$ cat src/rtl/interrupt_sequencer_if.sv
// Data-memory port borrowed by the interrupt sequencer.
// A transfer completes at the rising edge where req & gnt; read data is
// returned on rdata in the cycle after that edge.
//   master: drives req/we/addr/wdata, receives gnt/rdata (the sequencer)
//   slave : the memory side
interface interrupt_sequencer_if #(
    parameter int unsigned W    = 16,
    parameter int unsigned PC_W = 32
) ();
    logic            req;
    logic            gnt;
    logic            we;
    logic [PC_W-1:0] addr;
    logic [W-1:0]    wdata;
    logic [W-1:0]    rdata;

    modport master (
        output req,
        output we,
        output addr,
        output wdata,
        input  gnt,
        input  rdata
    );

    modport slave (
        input  req,
        input  we,
        input  addr,
        input  wdata,
        output gnt,
        output rdata
    );
endinterface

$ cat src/rtl/interrupt_sequencer.sv
// Interrupt entry / return-from-interrupt sequencer for the 5-stage pipeline.
// Entry: drain in-flight instructions, push resume PC (hi, lo) and flags onto
// the data stack, fetch the 32-bit handler vector, redirect the PC.
// RTI: drain, pop flags, PC lo, PC hi, then restore PC and flags together.
// Ports:
//   clk_i, rst_ni          clock, asynchronous active-low reset
//   interrupt_i            interrupt request (latched into a pending bit)
//   irq_safe_i             no branch/jump in flight; gates interrupt entry
//   ret_req_i              RTI decoded this cycle (honoured only when idle)
//   epc_i, flags_in_i      resume PC and current flags to save
//   sp_i                   current stack pointer
//   sp_dec_o, sp_inc_o     one-cycle SP adjust pulses (grant cycle)
//   mem_io                 borrowed data-memory port (req/gnt handshake)
//   stall_fetch_o, flush_o fetch hold and IF/ID NOP injection
//   pc_load_o, pc_next_o   PC redirect strobe and target
//   flags_load_o, flags_out_o  flag restore strobe and value
//   irq_ack_o              handler entered
//   busy_o                 sequencer not idle
module interrupt_sequencer #(
    parameter int unsigned    W            = 16,
    parameter int unsigned    PC_W         = 32,
    parameter int unsigned    FLAG_W       = 3,
    parameter int unsigned    DRAIN_CYCLES = 3,
    parameter logic [PC_W-1:0] VEC_ADDR    = 'h2
) (
    input  logic                 clk_i,
    input  logic                 rst_ni,
    input  logic                 interrupt_i,
    input  logic                 irq_safe_i,
    input  logic                 ret_req_i,
    input  logic [PC_W-1:0]      epc_i,
    input  logic [FLAG_W-1:0]    flags_in_i,
    input  logic [PC_W-1:0]      sp_i,
    output logic                 sp_dec_o,
    output logic                 sp_inc_o,
    interrupt_sequencer_if.master mem_io,
    output logic                 stall_fetch_o,
    output logic                 flush_o,
    output logic                 pc_load_o,
    output logic [PC_W-1:0]      pc_next_o,
    output logic                 flags_load_o,
    output logic [FLAG_W-1:0]    flags_out_o,
    output logic                 irq_ack_o,
    output logic                 busy_o
);

    localparam int unsigned    CntW      = (DRAIN_CYCLES > 1) ? $clog2(DRAIN_CYCLES) : 1;
    localparam logic [CntW-1:0] CntInit  = CntW'(DRAIN_CYCLES - 1);
    localparam logic [PC_W-1:0] VecAddrHi = VEC_ADDR + PC_W'(1);

    typedef enum logic [4:0] {
        StIdle,
        StDrain,
        StPushHi,
        StPushLo,
        StPushFl,
        StVecLo,
        StVecLoW,
        StVecHi,
        StVecHiW,
        StJump,
        StPopFl,
        StPopFlW,
        StPopLo,
        StPopLoW,
        StPopHi,
        StPopHiW,
        StRet
    } state_e;

    state_e              state_q;
    logic                mode_ret_q;   // 1: current sequence is an RTI
    logic                pending_q;
    logic [CntW-1:0]     cnt_q;
    logic [PC_W-1:0]     epc_q;
    logic [FLAG_W-1:0]   flags_q;      // flags to push
    logic [PC_W-1:0]     pc_next_q;
    logic [FLAG_W-1:0]   flags_out_q;

    logic                mem_req;
    logic                mem_we;
    logic [PC_W-1:0]     mem_addr;
    logic [W-1:0]        mem_wdata;
    logic                xfer;

    assign xfer = mem_io.gnt;

    always_ff @(posedge clk_i or negedge rst_ni) begin
        if (!rst_ni) begin
            state_q     <= StIdle;
            mode_ret_q  <= 1'b0;
            pending_q   <= 1'b0;
            cnt_q       <= '0;
            epc_q       <= '0;
            flags_q     <= '0;
            pc_next_q   <= '0;
            flags_out_q <= '0;
        end else begin
            // Any sampled request sets pending; later pulses merge into it.
            if (interrupt_i) begin
                pending_q <= 1'b1;
            end
            unique case (state_q)
                StIdle: begin
                    // RTI has priority; a tied interrupt stays pending.
                    if (ret_req_i) begin
                        state_q    <= StDrain;
                        mode_ret_q <= 1'b1;
                        cnt_q      <= CntInit;
                    end else if ((pending_q || interrupt_i) && irq_safe_i) begin
                        state_q    <= StDrain;
                        mode_ret_q <= 1'b0;
                        cnt_q      <= CntInit;
                        epc_q      <= epc_i;
                        pending_q  <= 1'b0;
                    end
                end
                StDrain: begin
                    if (cnt_q == '0) begin
                        // Sampled last so retiring instructions' flag updates are kept.
                        flags_q <= flags_in_i;
                        state_q <= mode_ret_q ? StPopFl : StPushHi;
                    end else begin
                        cnt_q <= cnt_q - CntW'(1);
                    end
                end
                StPushHi: if (xfer) state_q <= StPushLo;
                StPushLo: if (xfer) state_q <= StPushFl;
                StPushFl: if (xfer) state_q <= StVecLo;
                StVecLo:  if (xfer) state_q <= StVecLoW;
                StVecLoW: begin
                    pc_next_q[W-1:0] <= mem_io.rdata;
                    state_q          <= StVecHi;
                end
                StVecHi:  if (xfer) state_q <= StVecHiW;
                StVecHiW: begin
                    pc_next_q[PC_W-1:W] <= mem_io.rdata;
                    state_q             <= StJump;
                end
                StJump:   state_q <= StIdle;
                StPopFl:  if (xfer) state_q <= StPopFlW;
                StPopFlW: begin
                    flags_out_q <= mem_io.rdata[FLAG_W-1:0];
                    state_q     <= StPopLo;
                end
                StPopLo:  if (xfer) state_q <= StPopLoW;
                StPopLoW: begin
                    pc_next_q[W-1:0] <= mem_io.rdata;
                    state_q          <= StPopHi;
                end
                StPopHi:  if (xfer) state_q <= StPopHiW;
                StPopHiW: begin
                    pc_next_q[PC_W-1:W] <= mem_io.rdata;
                    state_q             <= StRet;
                end
                StRet:    state_q <= StIdle;
                default:  state_q <= StIdle;
            endcase
        end
    end

    // Memory request and strobes decode straight from the state so an
    // asynchronous reset drops them without waiting for an edge.
    always_comb begin
        mem_req      = 1'b0;
        mem_we       = 1'b0;
        mem_addr     = '0;
        mem_wdata    = '0;
        sp_dec_o     = 1'b0;
        sp_inc_o     = 1'b0;
        pc_load_o    = 1'b0;
        irq_ack_o    = 1'b0;
        flags_load_o = 1'b0;
        unique case (state_q)
            StPushHi: begin
                mem_req   = 1'b1;
                mem_we    = 1'b1;
                mem_addr  = sp_i;
                mem_wdata = epc_q[PC_W-1:W];
                sp_dec_o  = xfer;
            end
            StPushLo: begin
                mem_req   = 1'b1;
                mem_we    = 1'b1;
                mem_addr  = sp_i;
                mem_wdata = epc_q[W-1:0];
                sp_dec_o  = xfer;
            end
            StPushFl: begin
                mem_req   = 1'b1;
                mem_we    = 1'b1;
                mem_addr  = sp_i;
                mem_wdata = {{(W-FLAG_W){1'b0}}, flags_q};
                sp_dec_o  = xfer;
            end
            StVecLo: begin
                mem_req  = 1'b1;
                mem_addr = VEC_ADDR;
            end
            StVecHi: begin
                mem_req  = 1'b1;
                mem_addr = VecAddrHi;
            end
            StPopFl, StPopLo, StPopHi: begin
                mem_req  = 1'b1;
                mem_addr = sp_i + PC_W'(1);
                sp_inc_o = xfer;
            end
            StJump: begin
                pc_load_o = 1'b1;
                irq_ack_o = 1'b1;
            end
            StRet: begin
                pc_load_o    = 1'b1;
                flags_load_o = 1'b1;
            end
            default: ;
        endcase
    end

    assign mem_io.req    = mem_req;
    assign mem_io.we     = mem_we;
    assign mem_io.addr   = mem_addr;
    assign mem_io.wdata  = mem_wdata;

    assign busy_o        = (state_q != StIdle);
    assign stall_fetch_o = busy_o;
    assign flush_o       = (state_q == StDrain);
    assign pc_next_o     = pc_next_q;
    assign flags_out_o   = flags_out_q;

endmodule

$ cat src/flat_wrapper.sv
// flat-port wrapper written by rule: the top's interface ports become plain ports
module interrupt_sequencer_flat 
#(
    parameter int unsigned    W            = 16,
    parameter int unsigned    PC_W         = 32,
    parameter int unsigned    FLAG_W       = 3,
    parameter int unsigned    DRAIN_CYCLES = 3,
    parameter logic [PC_W-1:0] VEC_ADDR    = 'h2
)
  (clk_i, rst_ni, interrupt_i, irq_safe_i, ret_req_i, epc_i, flags_in_i, sp_i, sp_dec_o, sp_inc_o, stall_fetch_o, flush_o, pc_load_o, pc_next_o, flags_load_o, flags_out_o, irq_ack_o, busy_o, mem_io_req, mem_io_we, mem_io_addr, mem_io_wdata, mem_io_gnt, mem_io_rdata);
  interrupt_sequencer_if #(.W(W), .PC_W(PC_W)) mem_io_i ();
  input  logic clk_i;
  input  logic rst_ni;
  input  logic interrupt_i;
  input  logic irq_safe_i;
  input  logic ret_req_i;
  input  logic [PC_W-1:0] epc_i;
  input  logic [FLAG_W-1:0] flags_in_i;
  input  logic [PC_W-1:0] sp_i;
  output logic sp_dec_o;
  output logic sp_inc_o;
  output logic stall_fetch_o;
  output logic flush_o;
  output logic pc_load_o;
  output logic [PC_W-1:0] pc_next_o;
  output logic flags_load_o;
  output logic [FLAG_W-1:0] flags_out_o;
  output logic irq_ack_o;
  output logic busy_o;
  output wire logic [$bits(mem_io_i.req)-1:0] mem_io_req;
  output wire logic [$bits(mem_io_i.we)-1:0] mem_io_we;
  output wire logic [$bits(mem_io_i.addr)-1:0] mem_io_addr;
  output wire logic [$bits(mem_io_i.wdata)-1:0] mem_io_wdata;
  input wire logic [$bits(mem_io_i.gnt)-1:0] mem_io_gnt;
  input wire logic [$bits(mem_io_i.rdata)-1:0] mem_io_rdata;
  assign mem_io_req = mem_io_i.req;
  assign mem_io_we = mem_io_i.we;
  assign mem_io_addr = mem_io_i.addr;
  assign mem_io_wdata = mem_io_i.wdata;
  assign mem_io_i.gnt = mem_io_gnt;
  assign mem_io_i.rdata = mem_io_rdata;
  interrupt_sequencer #(.W(W), .PC_W(PC_W), .FLAG_W(FLAG_W), .DRAIN_CYCLES(DRAIN_CYCLES), .VEC_ADDR(VEC_ADDR)) u_core (.clk_i(clk_i), .rst_ni(rst_ni), .interrupt_i(interrupt_i), .irq_safe_i(irq_safe_i), .ret_req_i(ret_req_i), .epc_i(epc_i), .flags_in_i(flags_in_i), .sp_i(sp_i), .sp_dec_o(sp_dec_o), .sp_inc_o(sp_inc_o), .mem_io(mem_io_i), .stall_fetch_o(stall_fetch_o), .flush_o(flush_o), .pc_load_o(pc_load_o), .pc_next_o(pc_next_o), .flags_load_o(flags_load_o), .flags_out_o(flags_out_o), .irq_ack_o(irq_ack_o), .busy_o(busy_o));
endmodule
$ cat config.mk
export PLATFORM = sky130hd
export DESIGN_NAME = interrupt_sequencer_flat
export DESIGN_NICKNAME = d
export VERILOG_FILES = /design/src/rtl/interrupt_sequencer_if.sv /design/src/rtl/interrupt_sequencer.sv /design/src/flat_wrapper.sv
export SDC_FILE = /design/constraint.sdc
export NUM_CORES = 1
export LEC_CHECK = 0
export ABC_AREA = 1
export CORE_MARGIN = 1
export CORE_UTILIZATION = 36
export CTS_BUF_LIST = sky130_fd_sc_hd__clkbuf_8
export CTS_CLUSTER_SIZE = 40
export DETAILED_ROUTE_END_ITERATION = 16
export PLACE_DENSITY = 0.7
export SYNTH_ARGS = -nofsm -noshare
export SYNTH_HDL_FRONTEND = slang
export SYNTH_SLANG_ARGS = --single-unit
$ cat constraint.sdc
create_clock -name clk_i -period 1.85 [get_ports clk_i]
set_clock_uncertainty 0.15 [all_clocks]
set_input_delay 0.37 -clock clk_i [delete_from_list [all_inputs] [get_ports clk_i]]
set_output_delay 0.37 -clock clk_i [all_outputs]
set_load 0.1 [all_outputs]
## After elaboration in Yosys (flattened, before gate mapping)

Cells that the tools add are included.

- Add/subtract/negate cells: 2
- Equality and inequality tests: 27
- Muxes and demuxes: 32
- Bitwise operators: 1
- Reduce and logical (&&, ||, !) cells: 18

Operators by type and width:

| operator | number |
|---|---|
| $pmux W32 S4 | 1 |
| $pmux W5 S15 | 1 |
| $mux W5 | 11 |
| $pmux W16 S3 | 1 |
| $eq A5 B4 Y1 const B | 8 |
| $add A32 B1 Y32 const B | 1 |
| $eq A5 B3 Y1 const B | 4 |
| $ne A2 B2 Y1 const B | 9 |
| $mux W1 | 13 |
| $eq A5 B2 Y1 const B | 2 |
| $reduce_and A10 Y1 | 1 |
| $reduce_or A8 Y1 | 1 |
| $mux W2 | 3 |
| $reduce_and A3 Y1 | 2 |
| $reduce_or A2 Y1 | 3 |
| $reduce_or A3 Y1 | 2 |
| $eq A5 B1 Y1 const B | 1 |
| $eq A5 B5 Y1 const B | 1 |
| $logic_not A5 Y1 | 1 |
| $reduce_bool A5 Y1 | 1 |
| $mux W4 | 1 |
| $pmux W2 S2 | 1 |
| $reduce_and A2 Y1 | 2 |
| $reduce_bool A2 Y1 | 2 |
| other kinds (7) | 7 |

- Flip-flop bits (word level): 79
- Input bits: 89
- Output and inout bits: 93
- Word-level logic and storage cells: 89

## Logic depth before layout (Yosys ltp)

Gate-level depths: netlist of run 1.

- Depth in word-level cells: 5
- Gate-level depth with buffers: 10

## Worst setup path before layout of run 1

Ideal clock, no wire load.

- Kind: flip-flop to output port
- Start point: register u_core.state_q[0]
- End point: output mem_io_addr[4]
- Arrival time: 3.147 ns
- Slack: -1.817 ns
- Cell stages (with the launch flop): 7
- Buffers on the path: 1
- Cells stage by stage: dfrtp_1 -> buf_2 -> nor2_1 -> nand3_1 -> nand2_2 -> inv_1 -> o21ai_0

- Word-level cells in the longest chain between the ends: 3
- Elaborated cells on any way between the ends: 11
- Those cells by class: eq/ne: 8; mux: 1; reduce/logical: 2

Ends and longest elaborated chain:

| element | RTL line | text |
|---|---|---|
| from (decl) | interrupt_sequencer.sv:71 | `state_e state_q;` |
| from (signal assigned) | interrupt_sequencer.sv:90 | `state_q <= StIdle;` |
| from (signal assigned) | interrupt_sequencer.sv:107 | `state_q <= StDrain;` |
| from (signal assigned) | interrupt_sequencer.sv:111 | `state_q <= StDrain;` |
| $eq A5 B4 Y1, or another cell as far along | interrupt_sequencer.sv:174 | `unique case (state_q)` |
| $reduce_or A3 Y1 (on tied branches) | n/a |  |
| $pmux W32 S4 * | interrupt_sequencer.sv:174 |  |
| to (decl) | flat_wrapper.sv:32 | `output wire logic [$bits(mem_io_i.addr)-1:0] mem_io_addr;` |

Mark *: on every way between the ends. The rest lies on a longest branch, timed or not.

## Final worst setup path of run 1

- Start point: register u_core.state_q[3]
- End point: output mem_io_addr[15]

The elaborated chain is that of the path after synthesis.

==> results.tsv, run 1 <==
metric	value	unit
CP startpoint kind	register	
worst-path fanout max	8	
relative slew slack	68.7	%
Nets	1154	
vias in the first global route	6739	
Primary FF master, synth	dfrtp_1	
I/O Buffers	181	
Synth Area per Inst	6.88	um^2
Clock Latency Late Sink	0.36	ns
Syn-to-layout area delta	135	%
Yosys top cell area share	39.8	%
routability cong.	0.909	
Post-Syn Area	4960	um^2
starting density of the core	37.2	%
clock buffer depth	2	
RSZ-0062 raised after global routing	true	
Post-route DRC	0	
Cells after DPL	1160	
Distinct cells, synth	39	
area leader, netlist	dfrtp_1	
outcome	finished, violations left	
sequential fraction of the synthesis area	39.8	%
critical path's largest stage delay	0.48	ns
DRT Pass-1 Iters	7	
Rows	42	
htree depth	3	
fin crit share	136	%
Die Area	14300	um^2
Sinks on Clock Net	79	
worst-margin pin slew	0.469	ns
CTS tree	done	
clk root buf	clkbuf_8	
antenna-violating nets left	0	
share of cells above drive strength 1	50.3	%
average wire per standard cell	22.8	um
Die X	119	um
Setup-failing EPs final	135	
first-pass GRT wire length	34800	um
I/O pins	182	
ys async rst share	100	%
vias per cell	5.68	
Total GRT Usage	31.3	%
Hold Crit Class	in -> async	
Yosys Warn Count	0	
Post-Syn Nets	814	
fin. max-slew vios	0	
CP Class	reg -> out	
crit-path cells	inv_2 -> nor2_4 -> nand3_4 -> nand2_8 -> clkbuf_16 -> nand3_2 -> o21ai_4 -> buf_12	
Worst path slowest cell	dfrtp_2	
Post-DP HPWL	14400	um
clock slew at reported path FFs	0.09	ns
post-layout util	87.3	%
largest net degree at the start of global routing	47	
ranking of synthesized cells by area	dfrtp_1 40%, nand2_1 18%, nand3_1 12%	
minimum clock period	2.52	ns
Cells after Synth	722	
Post-Route WL	28300	um
Critical Path RT	1.33	ns
EDFF count, synth	0	
Num CTS Buffers	9	
maxcap violations	0	
initial antenna violation count	0	
1st-iter DRT viols	706	
#FFs+latches synth	79	
Worst Setup Slack, final	-0.670	ns
Setup crit end kind	output pin	
core region area	13300	um^2
Fmax	397	MHz
n_diodes	0	
die height	119	um
Arrival @ worst endpoint	2.00	ns
count of non-filler cells in the finished layout	1242	
Worst Hold Slack	0.257	ns
failing checks	setup timing	
Final Hold Viols	0	
GR Overflow Total	0	
vias	7057	
==> synth_stat cells (6+ instances only) <==
cell	n
inv_2	6
o21ai_1	14
nand2_1	240
xor2_1	6
inv_1	75
nand3_1	123
o21ai_0	42
buf_4	9
buf_2	6
dfrtp_1	79
nor2_1	61
==> layout make-up <==
class,instances,area [um^2]
clock inverter,4,45.0
inverter,83,365
sequential,79,1980
multi-input combinational,536,4330
fill,591,1690
tap,176,220
timing repair buffer,353,4570
clock buffer,11,151
==> routing by layer <==
metal  track usage [%]  share of wire, %
met2              56.9                50
met3              5.17               8.0
met1              36.1                35
met5                 0                 0
met4              13.3               7.3
==> cell families after synthesis <==
logic type	after synthesis	synth area share [%]
AOI/OAI and AO/OA	75	8.52
xor gates and xnor gates	7	1.23
adders and majority gates	3	0.756
and+or+nand+nor	443	38.6
buffers and inverters	110	9.95
muxes	5	1.13
DFF	79	39.8
==> registers in the layout (all words and copies together) (netlist names) <==
name,cells
u_core.pending_q,1
u_core.state_q,5
u_core.epc_q,32
u_core.flags_q,3
u_core.pc_next_o,32
u_core.cnt_q,2
u_core.flags_out_o,3
u_core.mode_ret_q,1
==> final timing paths <==
check                                               from                                to  slack (ns)  cells after the start
setup / recovery           u_core.state_q[3]$_DFFE_PN0P_                   mem_io_addr[15]       -0.67                      8
hold / removal                                    rst_ni  u_core.pc_next_o[23]$_DFFE_PN0P_        0.26                      2
setup reg to reg           u_core.state_q[3]$_DFFE_PN0P_  u_core.pc_next_o[26]$_DFFE_PN0P_       -0.62                     12
hold reg to reg              u_core.epc_q[9]$_DFFE_PN0P_       u_core.epc_q[9]$_DFFE_PN0P_        0.36                      2
max in group asynchronous                         rst_ni     u_core.state_q[1]$_DFFE_PN0P_        0.75                      3
min in group clk_i           u_core.epc_q[9]$_DFFE_PN0P_       u_core.epc_q[9]$_DFFE_PN0P_        0.36                      2
==> through the flow <==
stage               area [um^2]  worst slack, ns  setup TNS (ns)
detailed placement         9600           -0.920          -33.74
CTS                       10800           -0.568          -35.37
finish                    11700           -0.670          -58.12
global placement           9600           -0.898          -30.24
global route              11700           -0.710          -64.52
floorplan                  5910            -1.07          -20.64
==> cells in the final DEF, fill, tap and decap left out, drive strengths merged, types with 2 or more instances in the layout <==
cell	synthesis	routed
buf	20	258
xor2	6	6
ha	3	3
clkinv	2	5
nand4	4	4
mux2	5	5
o211ai	2	2
dlymetal6s2s	0	2
clkdlybuf4s50	0	61
a21oi	5	5
nand2	244	247
nand3	124	124
clkdlybuf4s15	0	2
dfrtp	79	79
dlygate4sd2	0	19
nor2	68	68
inv	81	81
o22ai	3	3
o21ai	60	60
clkbuf	7	20
==> critical path, delay by kind of cell (launching register included) <==
family / cells / cell delay, ns
buf+inv: 3 / 0.47
flops: 1 / 0.48
compound gates: 1 / 0.10
simple gates: 4 / 0.56
==> what timing repair did <==
| action | in CTS | in global routing |
|---|---|---|
| endpoints found under the setup margin | 67 | 133 |
| buffers inserted | 32 | 27 |
| gates resized for setup | 174 | 147 |
| endpoints found under the hold margin | 23 | 0 |
| gates cloned | 7 | 7 |
| hold buffers | 1 | 0 |
| pin swaps | 28 | 37 |
Power of run 1 is left out: the tool's default activity adds up to more than one toggle a clock period on the data nets, which glitch-free logic cannot reach.
==> run 2, diff against run 1 <==
Settings changed: CORE_MARGIN 1 to not set, PLACE_DENSITY 0.7 to 0.67.
Clock period 1.85 ns to 2.65 ns, I/O delays scaled along.
==> results.tsv, run 2 (synthesis results as in run 1) <==
metric	value	unit	change
setup TNS	0	ns	was -58.12 ns
clk root buf	clkbuf_8		unchanged
Post-route DRC	0		unchanged
max layer used	met4		unchanged
WL met2	7870	um	was 14,000 um
Critical Path RT	1.97	ns	was 1.33 ns
initial antenna violation count	0		unchanged
setup slack, reg-to-reg	0.43	ns	was -0.62 ns
Area after DPL	7970	um^2	was 9600 um^2
Final Hold Viols	0		unchanged
Arrival @ worst endpoint	1.91	ns	was 2.00 ns
vias per cell	4.87		was 5.68
minimum clock period	2.59	ns	
fin crit share	97.6	%	
DRT Pass-1 Iters	5		was 7
Setup crit end kind	output pin		unchanged
Syn-to-layout area delta	74.4	%	was 135%
Rows	42		unchanged
RSZ-0062 raised after global routing	true		unchanged
worst-path fanout max	5		was 8
vias in the first global route	5270		was 6,739
critical path's largest stage delay	0.43	ns	was 0.48 ns
starting density of the core	37.2	%	unchanged
Nets	1050		was 1,154
htree depth	3		unchanged
Post-Route WL	15900	um	was 28,300 um
fin. max-slew vios	0		unchanged
Worst path slowest cell	dfrtp_2		unchanged
Post-DP HPWL	11800	um	was 14,400 um
average wire per standard cell	14.0	um	was 22.8 um
maxcap violations	0		unchanged
share of cells above drive strength 1	32.6	%	was 50.3%
Clock Latency Late Sink	0.35	ns	was 0.36 ns
design area	8660	um^2	was 11,700 um^2
relative slew slack	27.6	%	was 68.7%
first-pass GRT wire length	25400	um	was 34,800 um
1st-iter DRT viols	354		was 706
die height	119	um	unchanged
CP startpoint kind	register		unchanged
core region area	13300	um^2	unchanged
clock slew at reported path FFs	0.08	ns	was 0.09 ns
Hold Crit Class	reg -> reg		was in -> async
crit-path cells	inv_1 -> nor2_4 -> nand3_2 -> nand2_4 -> buf_6 -> nand2_1 -> a21oi_4 -> buf_12		was inv_2 -> nor2_4 -> nand3_4 -> nand2_8 -> clkbuf_16 -> nand3_2 -> o21ai_4 -> buf_12
I/O pins	182		unchanged
Sinks on Clock Net	79		unchanged
vias	5551		was 7,057
Total GRT Usage	22.4	%	was 31.3%
met1 wire length	6790	um	was 9910 um
worst-margin pin slew	1.09	ns	was 0.469 ns
CTS tree	done		unchanged
largest net degree at the start of global routing	54		was 47
met3 routed WL	842	um	was 2250 um
Num CTS Buffers	9		unchanged
most common cell after layout, fill and taps aside	nand2_1		unchanged
Die X	119	um	unchanged
CP Class	reg -> out		unchanged
Setup-failing EPs final	0		was 135
Die Area	14300	um^2	unchanged
Fmax	387	MHz	
most frequent cells in the layout	213 x nand2_1, 115 x nand3_1, 96 x buf_4		was 146 x nand2_1, 115 x buf_12, 111 x buf_4
outcome	completed		was finished, violations left
antenna-violating nets left	0		unchanged
GR Overflow Total	0		unchanged
I/O Buffers	181		unchanged
clock buffer depth	2		unchanged
routability cong.	0.939		was 0.909
==> run 2: per-stage QoR <==
step / hold WS (ns) / instances / setup WS (ns) / utilization, %
2_1_floorplan: 0.0844 / 722 / -0.435 / -
3_3_place_gp: 0.306 / 1111 / -0.325 / 59.7
3_5_place_dp: 0.309 / 1111 / -0.368 / 59.7
4_1_cts: 0.329 / 1128 / -0.0124 / 62.7
5_1_grt: 0.352 / 1138 / -0.0313 / 64.8
6_report: 0.324 / 1139 / 0.0647 / 64.9
==> run 2: path summary, 6_finish.rpt <==
path                                                    to                          start  depth (start not counted)
setup / recovery                           mem_io_addr[24]  u_core.state_q[2]$_DFFE_PN0P_                          8
hold / removal                 u_core.epc_q[7]$_DFFE_PN0P_    u_core.epc_q[7]$_DFFE_PN0P_                          2
setup reg to reg           u_core.pc_next_o[6]$_DFFE_PN0P_  u_core.state_q[1]$_DFFE_PN0P_                          4
hold reg to reg                u_core.epc_q[7]$_DFFE_PN0P_    u_core.epc_q[7]$_DFFE_PN0P_                          2
max in group asynchronous    u_core.state_q[3]$_DFFE_PN0P_                         rst_ni                          3
min in group asynchronous     u_core.epc_q[19]$_DFFE_PN0P_                         rst_ni                          2
==> run 2: what timing repair did <==
item | in CTS | in global routing
gates resized for setup | 85 | 71
setup buffers | 1 | 7
gates cloned | 0 | 3
hold endpoints to repair | 26 | 0
pin swaps | 16 | 18
hold buffers | 1 | 0
endpoints found under the setup margin | 34 | 30
==> run 2: final cells by class <==
type	instances	area [um^2]
clock buffers	10	138
fillers	1136	4690
clock inverters	5	82.6
well taps	176	220
diodes	1	2.50
repair buffers	252	2920
flip-flops and latches	79	1980
multi-input cells	533	2980
inverters	83	332
==> run 2: per-layer routing <==
layer | up-vias | track usage [%]
li1 | 2783 | -
met2 | 169 | 38.5
met5 | - | 0
met3 | 35 | 4.17
met4 | 0 | 8.44
met1 | 2564 | 27.7
==> run 2: worst max-delay path: cells and delay by family (launching register included) <==
family	cells	cell delay (ns)
AOI/OAI and AO/OA	1	0.18
buffers and inverters	3	0.44
DFF	1	0.43
and+or+nand+nor	4	0.51
Power of run 2 is left out for the same reason.
